--- src/rtl/uart_cmd_sequencer.sv ---
// uart_cmd_sequencer: runs one command through a UART wrapper
// (clear, load, send, wait) and returns the captured response word.
module uart_cmd_sequencer #(
    parameter int TX_WIDTH = 32,
    parameter int RX_WIDTH = 32,
    parameter int TIMEOUT  = 2000000,
    parameter int RSP_WAIT = 1000000
) (
    input  logic                clk,
    input  logic                rst,
    input  logic                cmd_valid,
    output logic                cmd_ready,
    input  logic [TX_WIDTH-1:0] cmd_data,
    output logic                rsp_valid,
    input  logic                rsp_ready,
    output logic [RX_WIDTH-1:0] rsp_data,
    output logic [1:0]          rsp_err,
    output logic                busy,
    output logic                tx_rst,
    output logic                tx_start,
    output logic [TX_WIDTH-1:0] tx_data,
    output logic                rx_rst,
    output logic                rx_start,
    input  logic [RX_WIDTH-1:0] rx_data,
    input  logic                tx_full,
    input  logic                tx_empty,
    input  logic                rx_full,
    input  logic                rx_empty
);

    typedef enum logic [2:0] {
        S_IDLE, S_CLR, S_LOAD, S_SEND, S_WAIT, S_DONE
    } state_t;

    localparam logic [23:0] TO_LAST = 24'(TIMEOUT - 1);
    localparam logic [23:0] RW_LAST = 24'(RSP_WAIT - 1);

    state_t              state_q, state_d;
    logic [23:0]         cnt_q, cnt_d;
    logic                seen_q, seen_d;
    logic [TX_WIDTH-1:0] tx_data_q, tx_data_d;
    logic [RX_WIDTH-1:0] rsp_data_q, rsp_data_d;
    logic [1:0]          err_q, err_d;
    logic                rsp_valid_q, rsp_valid_d;
    logic                clr_pulse_q, clr_pulse_d;
    logic                start_pulse_q, start_pulse_d;

    logic accept, send_exit, send_to, wait_end, rsp_hs;
    logic unused_ok;

    // Wrapper status bits that are observed but never steer the sequence.
    assign unused_ok = ^{tx_full, rx_empty};

    assign cmd_ready = (state_q == S_IDLE) && !rst;
    assign busy      = (state_q != S_IDLE);
    assign accept    = cmd_valid && cmd_ready;
    assign send_exit = seen_q && tx_empty;
    assign send_to   = (cnt_q == TO_LAST);
    assign wait_end  = (cnt_q == RW_LAST);
    assign rsp_hs    = rsp_valid_q && rsp_ready;

    assign rsp_valid = rsp_valid_q;
    assign rsp_data  = rsp_data_q;
    assign rsp_err   = err_q;
    assign tx_data   = tx_data_q;
    assign tx_rst    = clr_pulse_q;
    assign rx_rst    = clr_pulse_q;
    assign tx_start  = start_pulse_q;
    assign rx_start  = start_pulse_q;

    always_ff @(posedge clk) begin
        if (rst) begin
            state_q       <= S_IDLE;
            cnt_q         <= '0;
            seen_q        <= 1'b0;
            tx_data_q     <= '0;
            rsp_data_q    <= '0;
            err_q         <= '0;
            rsp_valid_q   <= 1'b0;
            clr_pulse_q   <= 1'b0;
            start_pulse_q <= 1'b0;
        end else begin
            state_q       <= state_d;
            cnt_q         <= cnt_d;
            seen_q        <= seen_d;
            tx_data_q     <= tx_data_d;
            rsp_data_q    <= rsp_data_d;
            err_q         <= err_d;
            rsp_valid_q   <= rsp_valid_d;
            clr_pulse_q   <= clr_pulse_d;
            start_pulse_q <= start_pulse_d;
        end
    end

    // A completed send takes priority over a timeout on the same cycle.
    always_comb begin
        state_d = state_q;
        case (state_q)
            S_IDLE: if (accept) state_d = S_CLR;
            S_CLR:  state_d = S_LOAD;
            S_LOAD: state_d = S_SEND;
            S_SEND: begin
                if (send_exit)    state_d = S_WAIT;
                else if (send_to) state_d = S_DONE;
            end
            S_WAIT: if (wait_end) state_d = S_DONE;
            S_DONE: if (rsp_hs) state_d = S_IDLE;
            default: state_d = S_IDLE;
        endcase
    end

    // Pulses are registered one state early so they line up with CLR/LOAD.
    always_comb begin
        cnt_d         = cnt_q;
        seen_d        = seen_q;
        tx_data_d     = tx_data_q;
        rsp_data_d    = rsp_data_q;
        err_d         = err_q;
        rsp_valid_d   = rsp_valid_q;
        clr_pulse_d   = 1'b0;
        start_pulse_d = 1'b0;
        case (state_q)
            S_IDLE: begin
                if (accept) begin
                    tx_data_d   = cmd_data;
                    err_d       = 2'b00;
                    clr_pulse_d = 1'b1;
                end
            end
            S_CLR: start_pulse_d = 1'b1;
            S_LOAD: begin
                cnt_d  = '0;
                seen_d = 1'b0;
            end
            S_SEND: begin
                cnt_d = cnt_q + 24'd1;
                if (!tx_empty) seen_d = 1'b1;
                if (send_exit) begin
                    cnt_d = '0;
                end else if (send_to) begin
                    err_d[0]    = 1'b1;
                    rsp_data_d  = '0;
                    rsp_valid_d = 1'b1;
                end
            end
            S_WAIT: begin
                cnt_d = cnt_q + 24'd1;
                if (rx_full) err_d[1] = 1'b1;
                if (wait_end) begin
                    rsp_data_d  = rx_data;
                    rsp_valid_d = 1'b1;
                end
            end
            S_DONE: if (rsp_hs) rsp_valid_d = 1'b0;
            default: ;
        endcase
    end

endmodule

--- config.mk ---
export PLATFORM = sky130hd
export DESIGN_NAME = uart_cmd_sequencer
export DESIGN_NICKNAME = d
export VERILOG_FILES = /design/src/rtl/uart_cmd_sequencer.sv
export SDC_FILE = /design/constraint.sdc
export NUM_CORES = 1
export LEC_CHECK = 0
export ABC_AREA = 1
export BUFFER_PORTS_ARGS = -buffer_cell sky130_fd_sc_hd__buf_2
export CAP_MARGIN = 20
export CORE_MARGIN = 2
export CORE_UTILIZATION = 51
export DETAILED_ROUTE_END_ITERATION = 10
export GPL_TIMING_DRIVEN = 0
export HOLD_SLACK_MARGIN = 0.05
export MAX_ROUTING_LAYER = met4
export PLACE_DENSITY_LB_ADDON = 0.2
export SYNTH_ARGS = -nofsm -noshare
export SYNTH_HDL_FRONTEND = slang
export SYNTH_SLANG_ARGS = --single-unit
--- constraint.sdc ---
create_clock -name clk -period 2.19 [get_ports clk]
set_input_delay 0.438 -clock clk [delete_from_list [all_inputs] [get_ports clk]]
set_output_delay 0.438 -clock clk [all_outputs]
set_load 0.005 [all_outputs]
After elaboration in Yosys (flattened, before gate mapping) --
Cells that the tools add are included. W data, S select, Z words.
Storage, ports and cells: flip-flop bits (word level) 97, bits of input ports 72, output and inout bits 73, word-level logic and storage cells 73
Cells by class: add/sub/neg operators 1, equal/unequal tests 15, muxes and demuxes 25, bitwise operators 1, reductions and logical operators 21
Operator list (count):
- $mux W32 | 3
- $pmux W24 S3 | 1
- $pmux W32 S2 | 1
- $add A24 B1 Y24 const B | 1
- $eq A24 B20 Y1 const B | 1
- $eq A24 B21 Y1 const B | 1
- $mux W24 | 1
- $pmux W3 S6 | 1
- $mux W3 | 5
- $ne A2 B2 Y1 const B | 7
- $reduce_and A4 Y1 | 3
- $reduce_bool A3 Y1 | 3
- $mux W1 | 8
- $reduce_bool A2 Y1 | 4
- $eq A3 B2 Y1 const B | 2
- $eq A3 B3 Y1 const B | 2
- $pmux W1 S2 | 3
- $reduce_and A5 Y1 | 1
- $logic_and A1 B1 Y1 | 4
- $reduce_and A2 Y1 | 2
- $eq A3 B1 Y1 const B | 1
- $logic_not A3 Y1 | 1
- $ne A3 B3 Y1 const B | 1
- $pmux W1 S3 | 1
- 5 further kinds | 5

Depth between registers and ports, before layout --
Gate-level depths: netlist of the first run.
depth in word-level cells 5, mapped depth 12, depth with buffers taken out 11

Least setup slack after synthesis of the first run --
No wires, ideal clock.
path type register to register, start point reg cnt_q[0], end point reg rsp_data_q[10], in the netlist rsp_data[10], library setup time 113 ps, data arrival time 1482 ps, path slack 595 ps, stages on the path, launching flop included 12, buffers on the path 1, cells stage by stage dfxtp_1 -> ha_1 -> nand2_1 -> inv_1 -> nand2_1 -> nor2_2 -> nand3_2 -> nand2_4 -> nand3_4 -> buf_2 -> nor2_1 -> nor2_1
On the way: longest elaborated chain between the ends 3, elaborated cells between the ends (all ways) 5
RTL lines:
- start, declared | RTL line 39 | logic [23:0] cnt_q, cnt_d;
- start signal, assigned | RTL line 84 | cnt_q <= cnt_d;
- $eq A24 B21 Y1 / $eq A24 B20 Y1 (equally long branches) | RTL line 58, 59
- $ne A2 B2 Y1 (no source line)
- $reduce_and A4 Y1 (no source line) (*)
- end signal, assigned | RTL line 87 | rsp_data_q <= rsp_data_d;
- end, declared | RTL line 42 | logic [RX_WIDTH-1:0] rsp_data_q, rsp_data_d;
Every way passes the cells marked *; elsewhere a longest branch is shown, timed or not. A chain may end at the register's enable or synchronous reset.

Worst setup path in the final report of the first run --
start point reg cnt_q[0], end point reg rsp_data_q[15], in the netlist rsp_data[15]
Same word-level chain as after synthesis.

==> results.sh, run 1 <==
export IMPL_clock_latency_ps=370
export IMPL_io_pins=145
export IMPL_syn_num_nets=739
export IMPL_grt_use_total_pct=24.0
export IMPL_cp_data_required_time_ps=2450
export IMPL_coreArea_um2=8640
export IMPL_finalMaxSlewViolations=0
export IMPL_rsz0062_at_grt="no"
export IMPL_cts_htree_levels=3
export IMPL_synth_top_area_cell="dfxtp_1"
export IMPL_synthTopCellsByCount="nor2_1, nand2_1, dfxtp_1"
export IMPL_clock_sinks=97
export IMPL_synthArstFlopShare_pct=0
export IMPL_wl_met3_um=716
export IMPL_setup_tns_ps=0
export IMPL_fin_nets=891
export IMPL_drv_cap=0
export IMPL_rows=34
export IMPL_finalCritPeriodShare_pct=87.9
export IMPL_ys_flop_type="dfxtp_1"
export IMPL_fin_util_pct=64.1
export IMPL_synth_area_leaders="dfxtp_1, nor2_1, nand2_1"
export IMPL_cp_startpoint="cnt_q[0]"
export IMPL_routedWlPerCell_um=11.9
export IMPL_synth_edff_count=0
export IMPL_hold_viol=0
export IMPL_irDropWorstVdd_v=0.000646
export IMPL_place_hpwl_um=8410
export IMPL_power_density_nw_per_um2=843
export IMPL_timing_fmax_mhz=519
export IMPL_cts_hold_buffers_added=0
export IMPL_grt_pass1_wl_um=18700
export IMPL_fin_crit_ps=1930
export IMPL_place_congestion=0.839
export IMPL_die_h_um=97.9
export IMPL_fin_skew_ps=14.9
export IMPL_cts_clk_slew_worst_paths_ps=100
export IMPL_grt_pass1_vias=4328
export IMPL_post_cts_resized=0
export IMPL_synth_seq_area_share_pct=43.2
export IMPL_cp_start_kind="flop"
export IMPL_cts_root_buf="clkbuf_8"
export IMPL_route_final_wire_length_um=11100
export IMPL_total_power_mw=4.66
export IMPL_vias=4541
export IMPL_status="finished clean"
export IMPL_numCtsBuffers=9
export IMPL_ant_nets=0
export IMPL_num_fill_cells=820
export IMPL_cts_tree="built"
export IMPL_synth_warnings=0
export IMPL_synth_seq_cells=97
export IMPL_yosys_area_top_type_share_pct=43.2
export IMPL_port_buffers=141
export IMPL_via_per_inst=4.88
export IMPL_synth_cell_types=35
export IMPL_cts_setup_buffers=0
export IMPL_die_area_um2=9580
export IMPL_cts_buffer_depth=2
export IMPL_p_leak_nw=2.82
export IMPL_worstHoldPathType="primary input to flop"
export IMPL_grt_max_degree=18
export IMPL_r2r_start="cnt_q[0]"
export IMPL_firstDrtPassIters=4
export IMPL_criticalPathCategory="flop to flop"
export IMPL_end_kind="flop"
export IMPL_setup_viol=0
export IMPL_die_x_um=97.9
export IMPL_synth_most_common_cell="nor2_1"
export IMPL_crit_fanout=10
export IMPL_syn_to_final_growth_pct=23.2
export IMPL_top_layer="met4"
export IMPL_met1_length_um=4930
export IMPL_drc=0
export IMPL_hold_start="cmd_data[9]"
export IMPL_slew_headroom_pct=65.6
export IMPL_drtIter0Drc=129
export IMPL_worstMarginPinSlew_ps=516
export IMPL_syn_avg_cell_area_um2=6.75
export IMPL_drive_gt1_share_pct=24.4
export IMPL_wl_met2_um=5240
export IMPL_syn_area_um2=4490
export IMPL_overflow=0
export IMPL_insertedDiodeCount=0
export IMPL_worst_endpoint_arrival_ps=2190
export IMPL_syn_inst=666
export IMPL_start_util_pct=52.0
export IMPL_antenna_found_initial=0
-- worst paths after layout --
check,endpoint,slack (ps),cells past startpoint
min reg2reg,rsp_err[1],450,2
min,tx_data[9],290,3
max reg2reg,rsp_data[15],260,11
max,rsp_data[15],260,11
-- critical path: stages, from the launching register on --
cell and delay, ps:
dfxtp_1 380, ha_1 200, nand2_1 60, inv_1 90, nand2_1 120, nor2_2 210
nand3_2 160, nand2_4 130, nand3_4 110, buf_2 210, nor2_1 110, nor2_1 60
-- layout by cell type (no fill, tap or decap), types with 2 or more instances in the layout --
cell type	n
nor2_1	174
buf_2	149
nand2_1	125
dfxtp_1	97
inv_1	69
a21oi_1	39
o21ai_0	39
nand3_1	32
clkbuf_1	13
nor3_1	11
nand4_1	10
clkbuf_8	9
nor2_2	5
inv_2	5
nand2_2	4
buf_6	4
buf_4	4
nand3_2	3
inv_6	3
nand2_4	2
nand3_4	2
o21ai_1	2
xor2_1	2
or2_2	2
a31oi_1	2
buf_1	2
-- registers in the layout (all words and copies together) (netlist names) --
name,flops
seen_q,1
rx_start,1
rsp_valid,1
rsp_err,2
state_q,3
rsp_data,32
cnt_q,24
tx_data,32
rx_rst,1
-- power by group --
group | switching, mW | internal, mW | total, mW
Clock | 0.649 | 0.543 | 1.19
Sequential | 0.142 | 2.00 | 2.14
Combinational | 0.803 | 0.526 | 1.33
Total | 1.59 | 3.07 | 4.66
-- final cells by class --
class                   instances  area (um2)  share of cell area (%)
clock buffers                  10         128                    2.31
clock inverters                 6        72.6                    1.31
multi-input cells             463        2100                    37.9
repair buffers                141         706                    12.7
inverters                      76         288                    5.20
plain buffers                  30         168                    3.03
well taps                     108         135                    2.44
flip-flops and latches         97        1940                    35.1
-- routing by layer --
metal / vias up / track usage [%]
li1: 2379 / -
met1: 2019 / 28.9
met2: 124 / 39.5
met3: 19 / 5.15
met4: 0 / 9.40
met5: - / -
-- kinds of logic (layout without fill, tap and decap cells) --
family / count (synthesis) / in the layout / share of synthesized area [%]
AND/OR/NAND/NOR: 373 / 373 / 35.5
flip-flops: 97 / 97 / 43.2
AO/OA/AOI/OAI: 87 / 87 / 10.5
XOR/XNOR: 2 / 2 / 0.390
adder cells (fa/ha/maj): 1 / 1 / 0.278
buffers and inverters: 106 / 263 / 10.1
-- through the flow --
stage / instance area (um2) / setup WS (ps) / std cells / hold slack [ps]
after CTS: 5540 / 270 / 931 / 284
after detailed placement: 5340 / 267 / 915 / 432
after floorplan: 4490 / 595 / 666 / 440
after global placement: 5340 / 312 / 915 / 430
final: 5540 / 265 / 931 / 292
after global routing: 5540 / 74.6 / 931 / 277
No activity file was read; power rests on OpenSTA's default activity.
==> run 2: changes to the inputs <==
--- a/config.mk
+++ b/config.mk
@@ -6,7 +6,7 @@
 export NUM_CORES = 1
 export LEC_CHECK = 0
 export ABC_AREA = 1
-export BUFFER_PORTS_ARGS = -buffer_cell sky130_fd_sc_hd__buf_2
+export BUFFER_PORTS_ARGS = -buffer_cell sky130_fd_sc_hd__buf_4
 export CAP_MARGIN = 20
 export CORE_MARGIN = 2
 export CORE_UTILIZATION = 51
==> run 2 against run 1 <==
Routed wire length up 4.8%. Maximum frequency rose by 0.28%. Critical endpoint is now rsp_data[6]. Setup slack improved by 5.4 ps. Design area rose by 6.7%. First-iteration DRC count rose by 52%. Critical path depth stayed put. Highest routed layer unchanged. Sequential share of layout area is 2.2 points lower. Clock-buffer cell count stayed put.
==> results.sh, run 2 (synthesized netlist as in run 1, its figures left out) <==
export IMPL_io_pins=145
export IMPL_p_int_mw=3.32
export IMPL_coreArea_um2=8640
export IMPL_end_kind="flop"
export IMPL_num_fill_cells=754
export IMPL_fin_crit_ps=1920
export IMPL_clock_latency_ps=370
export IMPL_cp_slowest_stage_delay_ps=390
export IMPL_cp_buffers_inverters=2
export IMPL_p_switching_mw=1.62
export IMPL_worstMarginPinSlew_ps=489
export IMPL_crit_family="simple AND/OR/NAND/NOR gates"
export IMPL_grt_pass1_vias=4408
export IMPL_slew_headroom_pct=67.4
export IMPL_seqPwrFrac_pct=43.6
export IMPL_grt_max_degree=17
export IMPL_via_per_inst=4.95
export IMPL_cts_buffer_depth=2
export IMPL_timing_fmax_mhz=521
export IMPL_criticalPathCategory="flop to flop"
export IMPL_hold_viol=0
export IMPL_start_util_pct=52.0
export IMPL_crit_fanout=10
export IMPL_die_x_um=97.9
export IMPL_worstHoldPathType="primary input to flop"
export IMPL_numCtsBuffers=9
export IMPL_port_buffers=141
export IMPL_grt_use_total_pct=24.8
export IMPL_cts_htree_levels=3
export IMPL_final_cell_mix="nor2_1, buf_4, nand2_1, dfxtp_1, inv_1"
export IMPL_die_h_um=97.9
export IMPL_die_area_um2=9580
export IMPL_cp_start_kind="flop"
export IMPL_dp_cells=915
export IMPL_clkPwrFrac_pct=26.3
export IMPL_firstDrtPassIters=4
export IMPL_cp_data_required_time_ps=2470
export IMPL_rows=34
export IMPL_place_congestion=0.908
export IMPL_finalMaxSlewViolations=0
export IMPL_fin_nets=891
export IMPL_setup_viol=0
export IMPL_combPwrFrac_pct=30.1
export IMPL_clock_sinks=97
export IMPL_fin_skew_ps=6.32
export IMPL_irDropWorstVdd_v=0.000609
export IMPL_post_dp_cell_area_um2=5690
export IMPL_syn_to_final_growth_pct=31.4
export IMPL_final_area_um2=5910
export IMPL_layoutNonFillerInstCount=931
export IMPL_setup_tns_ps=0
export IMPL_cts_root_buf="clkbuf_8"
export IMPL_status="finished clean"
export IMPL_routedWlPerCell_um=12.5
export IMPL_insertedDiodeCount=0
export IMPL_power_density_nw_per_um2=836
export IMPL_cts_tree="built"
export IMPL_slowest_stage="dfxtp_1"
export IMPL_overflow=0
export IMPL_p_leak_nw=2.89
export IMPL_drtIter0Drc=196
export IMPL_cts_clk_slew_worst_paths_ps=100
export IMPL_antenna_found_initial=0
export IMPL_worst_endpoint_arrival_ps=2200
export IMPL_drc=0
export IMPL_cts_hold_buffers_added=0
export IMPL_post_cts_resized=0
export IMPL_vias=4606
export IMPL_rsz0062_at_grt="no"
export IMPL_total_power_mw=4.94
export IMPL_grt_pass1_wl_um=19300
export IMPL_crit_chain="ha_1, nand2_1, inv_1, nand2_1, nor2_2, nand3_2, nand2_4, nand3_4, buf_2, nor2_1, nor2_1"
export IMPL_ant_nets=0
export IMPL_finalCritPeriodShare_pct=87.7
export IMPL_drive_gt1_share_pct=24.4
export IMPL_route_final_wire_length_um=11600
export IMPL_drv_cap=0
export IMPL_place_hpwl_um=8710
export IMPL_sw_frac_of_total_pct=32.7
export IMPL_cts_setup_buffers=0
export IMPL_mostFrequentLayoutCell="nor2_1"
run 2: changes by cell type in the layout (fill, tap and decap cells not counted), sizes merged:
cell    previous run  this run
bufinv             1         2
inv               78        77
run 2: layout make-up:
| cell class | count | area [um2] | share of cell area [%] |
|---|---|---|---|
| plain buffers | 30 | 168 | 2.84 |
| flip-flops and latches | 97 | 1940 | 32.9 |
| repair buffers | 141 | 1060 | 17.9 |
| clock inverters | 6 | 90.1 | 1.53 |
| well taps | 108 | 135 | 2.29 |
| clock buffers | 10 | 128 | 2.16 |
| inverters | 76 | 288 | 4.87 |
| multi-input cells | 463 | 2100 | 35.5 |
run 2: per-stage QoR:
| step | worst slack [ps] | hold WS, ps | util (%) |
|---|---|---|---|
| global route | 87.6 | 275 | 68.4 |
| finish | 270 | 281 | 68.4 |
| floorplan | 595 | 440 | - |
| detailed placement | 284 | 440 | 65.9 |
| global placement | 312 | 434 | 65.9 |
| CTS | 277 | 277 | 68.4 |
run 2: worst reg2reg max path: stages, from the launching register on:
cell	delay, ps
dfxtp_1	390
ha_1	200
nand2_1	60
inv_1	90
nand2_1	120
nor2_2	190
nand3_2	150
nand2_4	130
nand3_4	110
buf_2	210
nor2_1	120
nor2_1	60
run 2: worst paths after layout:
path	from	end	slack (ps)	depth (start not counted)
worst max-delay path	cnt_q[0]	rsp_data[6]	270	11
worst min register to register	rsp_err[1]	rsp_err[1]	460	2
worst min-delay path	cmd_data[14]	tx_data[14]	280	3
worst max register to register	cnt_q[0]	rsp_data[6]	270	11
run 2: power groups by stage:
stage                     Clock, mW  Combinational [mW]  Sequential, mW
after CTS                      1.31                1.49            2.15
final                          1.30                1.49            2.15
after floorplan                   0               0.827            2.18
after detailed placement          0                1.49            2.19
after global routing           1.40                1.66            2.18
after global placement            0                1.44            2.17
run 2: per-layer routing:
| metal | track usage, % | vias to the layer above | part of all wire (%) |
|---|---|---|---|
| li1 | - | 2380 | - |
| met1 | 29.8 | 2064 | 44 |
| met2 | 41.6 | 143 | 48 |
| met3 | 5.51 | 19 | 6.8 |
| met4 | 7.91 | 0 | 1.6 |
| met5 | - | - | 0 |
==> run 3: changes to the inputs <==
--- a/config.mk
+++ b/config.mk
@@ -9,12 +9,13 @@
 export BUFFER_PORTS_ARGS = -buffer_cell sky130_fd_sc_hd__buf_4
 export CAP_MARGIN = 20
 export CORE_MARGIN = 2
-export CORE_UTILIZATION = 51
+export CORE_UTILIZATION = 50
 export DETAILED_ROUTE_END_ITERATION = 10
 export GPL_TIMING_DRIVEN = 0
 export HOLD_SLACK_MARGIN = 0.05
 export MAX_ROUTING_LAYER = met4
 export PLACE_DENSITY_LB_ADDON = 0.2
+export REMOVE_ABC_BUFFERS = 1
 export SYNTH_ARGS = -nofsm -noshare
 export SYNTH_HDL_FRONTEND = slang
 export SYNTH_SLANG_ARGS = --single-unit
==> run 3 against run 2 <==
Clock skew up 3.9 ps. Design area up 0.78%. Critical path depth unchanged. Clock-buffer cell count up 1. Die area up 1.9%. Combinational power up 4%. Critical endpoint is now rsp_data[13]. Highest routed layer unchanged.
==> results.sh, run 3 (synthesized netlist as in run 1, its figures left out) <==
export IMPL_worstHoldPathType="primary input to flop"
export IMPL_grt_max_degree=71
export IMPL_final_cell_mix="nor2_1, buf_4, nand2_1, dfxtp_1, inv_1"
export IMPL_irDropWorstVdd_v=0.000488
export IMPL_rsz0062_at_grt="no"
export IMPL_final_area_um2=5950
export IMPL_setup_tns_ps=0
export IMPL_worstMarginPinSlew_ps=888
export IMPL_fin_util_pct=68.2
export IMPL_ant_nets=0
export IMPL_drv_cap=0
export IMPL_cts_htree_levels=3
export IMPL_layoutNonFillerInstCount=917
export IMPL_path_common_cell="nand2_1"
export IMPL_clock_sinks=97
export IMPL_crit_chain="ha_1, nand2_1, inv_1, nand2_1, nor2_2, nand3_4, nand2_8, nand3_4, nand2_1, nand2_1, nor2_1"
export IMPL_die_h_um=98.8
export IMPL_r2r_cells=11
export IMPL_dp_cells=886
export IMPL_overflow=0
export IMPL_setup_viol=0
export IMPL_route_final_wire_length_um=11900
export IMPL_cts_clk_slew_worst_paths_ps=100
export IMPL_crit_family="simple AND/OR/NAND/NOR gates"
export IMPL_hold_worst_slack_ps=282
export IMPL_hold_viol=0
export IMPL_drive_gt1_share_pct=25.3
export IMPL_grt_use_total_pct=24.9
export IMPL_numCtsBuffers=9
export IMPL_slew_headroom_pct=40.7
export IMPL_total_power_mw=5.02
export IMPL_fin_skew_ps=10.3
export IMPL_setup_ws_ps=211
export IMPL_io_pins=145
export IMPL_die_area_um2=9760
export IMPL_grt_pass1_wl_um=19500
export IMPL_worst_path_stages=11
export IMPL_cts_root_buf="clkbuf_8"
export IMPL_fin_crit_ps=1980
export IMPL_mostFrequentLayoutCell="nor2_1"
export IMPL_crit_fanout=18
export IMPL_place_hpwl_um=7680
export IMPL_endpoint="rsp_data[13]"
export IMPL_via_per_inst=5.01
export IMPL_antenna_found_initial=0
export IMPL_slowest_stage="dfxtp_1"
export IMPL_finalCritPeriodShare_pct=90.4
export IMPL_drtIter0Drc=124
export IMPL_vias=4590
export IMPL_timing_fmax_mhz=505
export IMPL_rrSetupSlack_ps=210
export IMPL_register_area_um2=1940
export IMPL_place_congestion=0.854
export IMPL_port_buffers=142
export IMPL_post_dp_cell_area_um2=5530
export IMPL_die_x_um=98.8
export IMPL_rows=34
export IMPL_cp_slowest_stage_delay_ps=380
export IMPL_cp_start_kind="flop"
export IMPL_cts_hold_buffers_added=0
export IMPL_routedWlPerCell_um=13.0
export IMPL_drc=0
export IMPL_insertedDiodeCount=0
export IMPL_grt_pass1_vias=4361
export IMPL_cp_startpoint="cnt_q[0]"
export IMPL_cts_buffer_depth=2
export IMPL_dpl_worst_slack_ps=-613
export IMPL_firstDrtPassIters=5
export IMPL_r2r_end="rsp_data[13]"
export IMPL_worst_endpoint_arrival_ps=2290
export IMPL_start_util_pct=51.5
export IMPL_criticalPathCategory="flop to flop"
export IMPL_clock_latency_ps=370
export IMPL_cp_buffers_inverters=1
export IMPL_end_kind="flop"
export IMPL_cts_tree="built"
export IMPL_p_leak_nw=2.87
export IMPL_r2r_start="cnt_q[0]"
export IMPL_num_fill_cells=746
export IMPL_fin_nets=877
export IMPL_coreArea_um2=8720
export IMPL_multi_input_area_um2=2200
export IMPL_syn_to_final_growth_pct=32.4
export IMPL_power_density_nw_per_um2=844
export IMPL_status="finished clean"
export IMPL_finalMaxSlewViolations=0
export IMPL_cp_data_required_time_ps=2510
[run 3: how the worst min path moves through the flow]
stage / start / endpoint / slack [ps] / depth (start not counted)
2_1_floorplan: seen_q / seen_q / 440 / 2
5_1_grt: cmd_data[5] / tx_data[5] / 270 / 3
3_5_place_dp: seen_q / seen_q / 460 / 2
3_3_place_gp: rsp_err[1] / rsp_err[1] / 440 / 2
6_report: cmd_data[20] / tx_data[20] / 280 / 3
4_1_cts: cmd_data[20] / tx_data[20] / 280 / 3
[run 3: power breakdown]
| part | leakage (nW) | internal (mW) | switching, mW |
|---|---|---|---|
| sequential | 0.788 | 2.00 | 0.146 |
| clock | 0.114 | 0.684 | 0.646 |
| combinational | 1.97 | 0.678 | 0.870 |
[run 3: worst min-delay path, cell delays in order]
cell    delay (ps)
buf_4           80
nor2_1          30
nor2_1          80
[run 3: final cells by class]
type / instances / area share (%)
flip-flops and latches: 97 / 32.6
repair buffers: 150 / 19.1
multi-input cells: 468 / 37.0
clock buffers: 11 / 2.38
repair inverters: 2 / 0.210
clock inverters: 5 / 1.45
inverters: 76 / 4.98
well taps: 108 / 2.27
[run 3: layer usage]
metal	vias up	GRT usage [%]	wire length [um]
met5	-	-	0
met4	0	8.85	282
met2	132	39.6	5720
met3	25	6.52	778
li1	2372	-	-
met1	2061	30.7	5140
[run 3: repair_timing]
item | CTS | global route
gates cloned | 5 | 2
buffers inserted | 8 | 0
pin swaps | 3 | 2
endpoints found under the setup margin | 69 | 29
resized for setup | 6 | 5
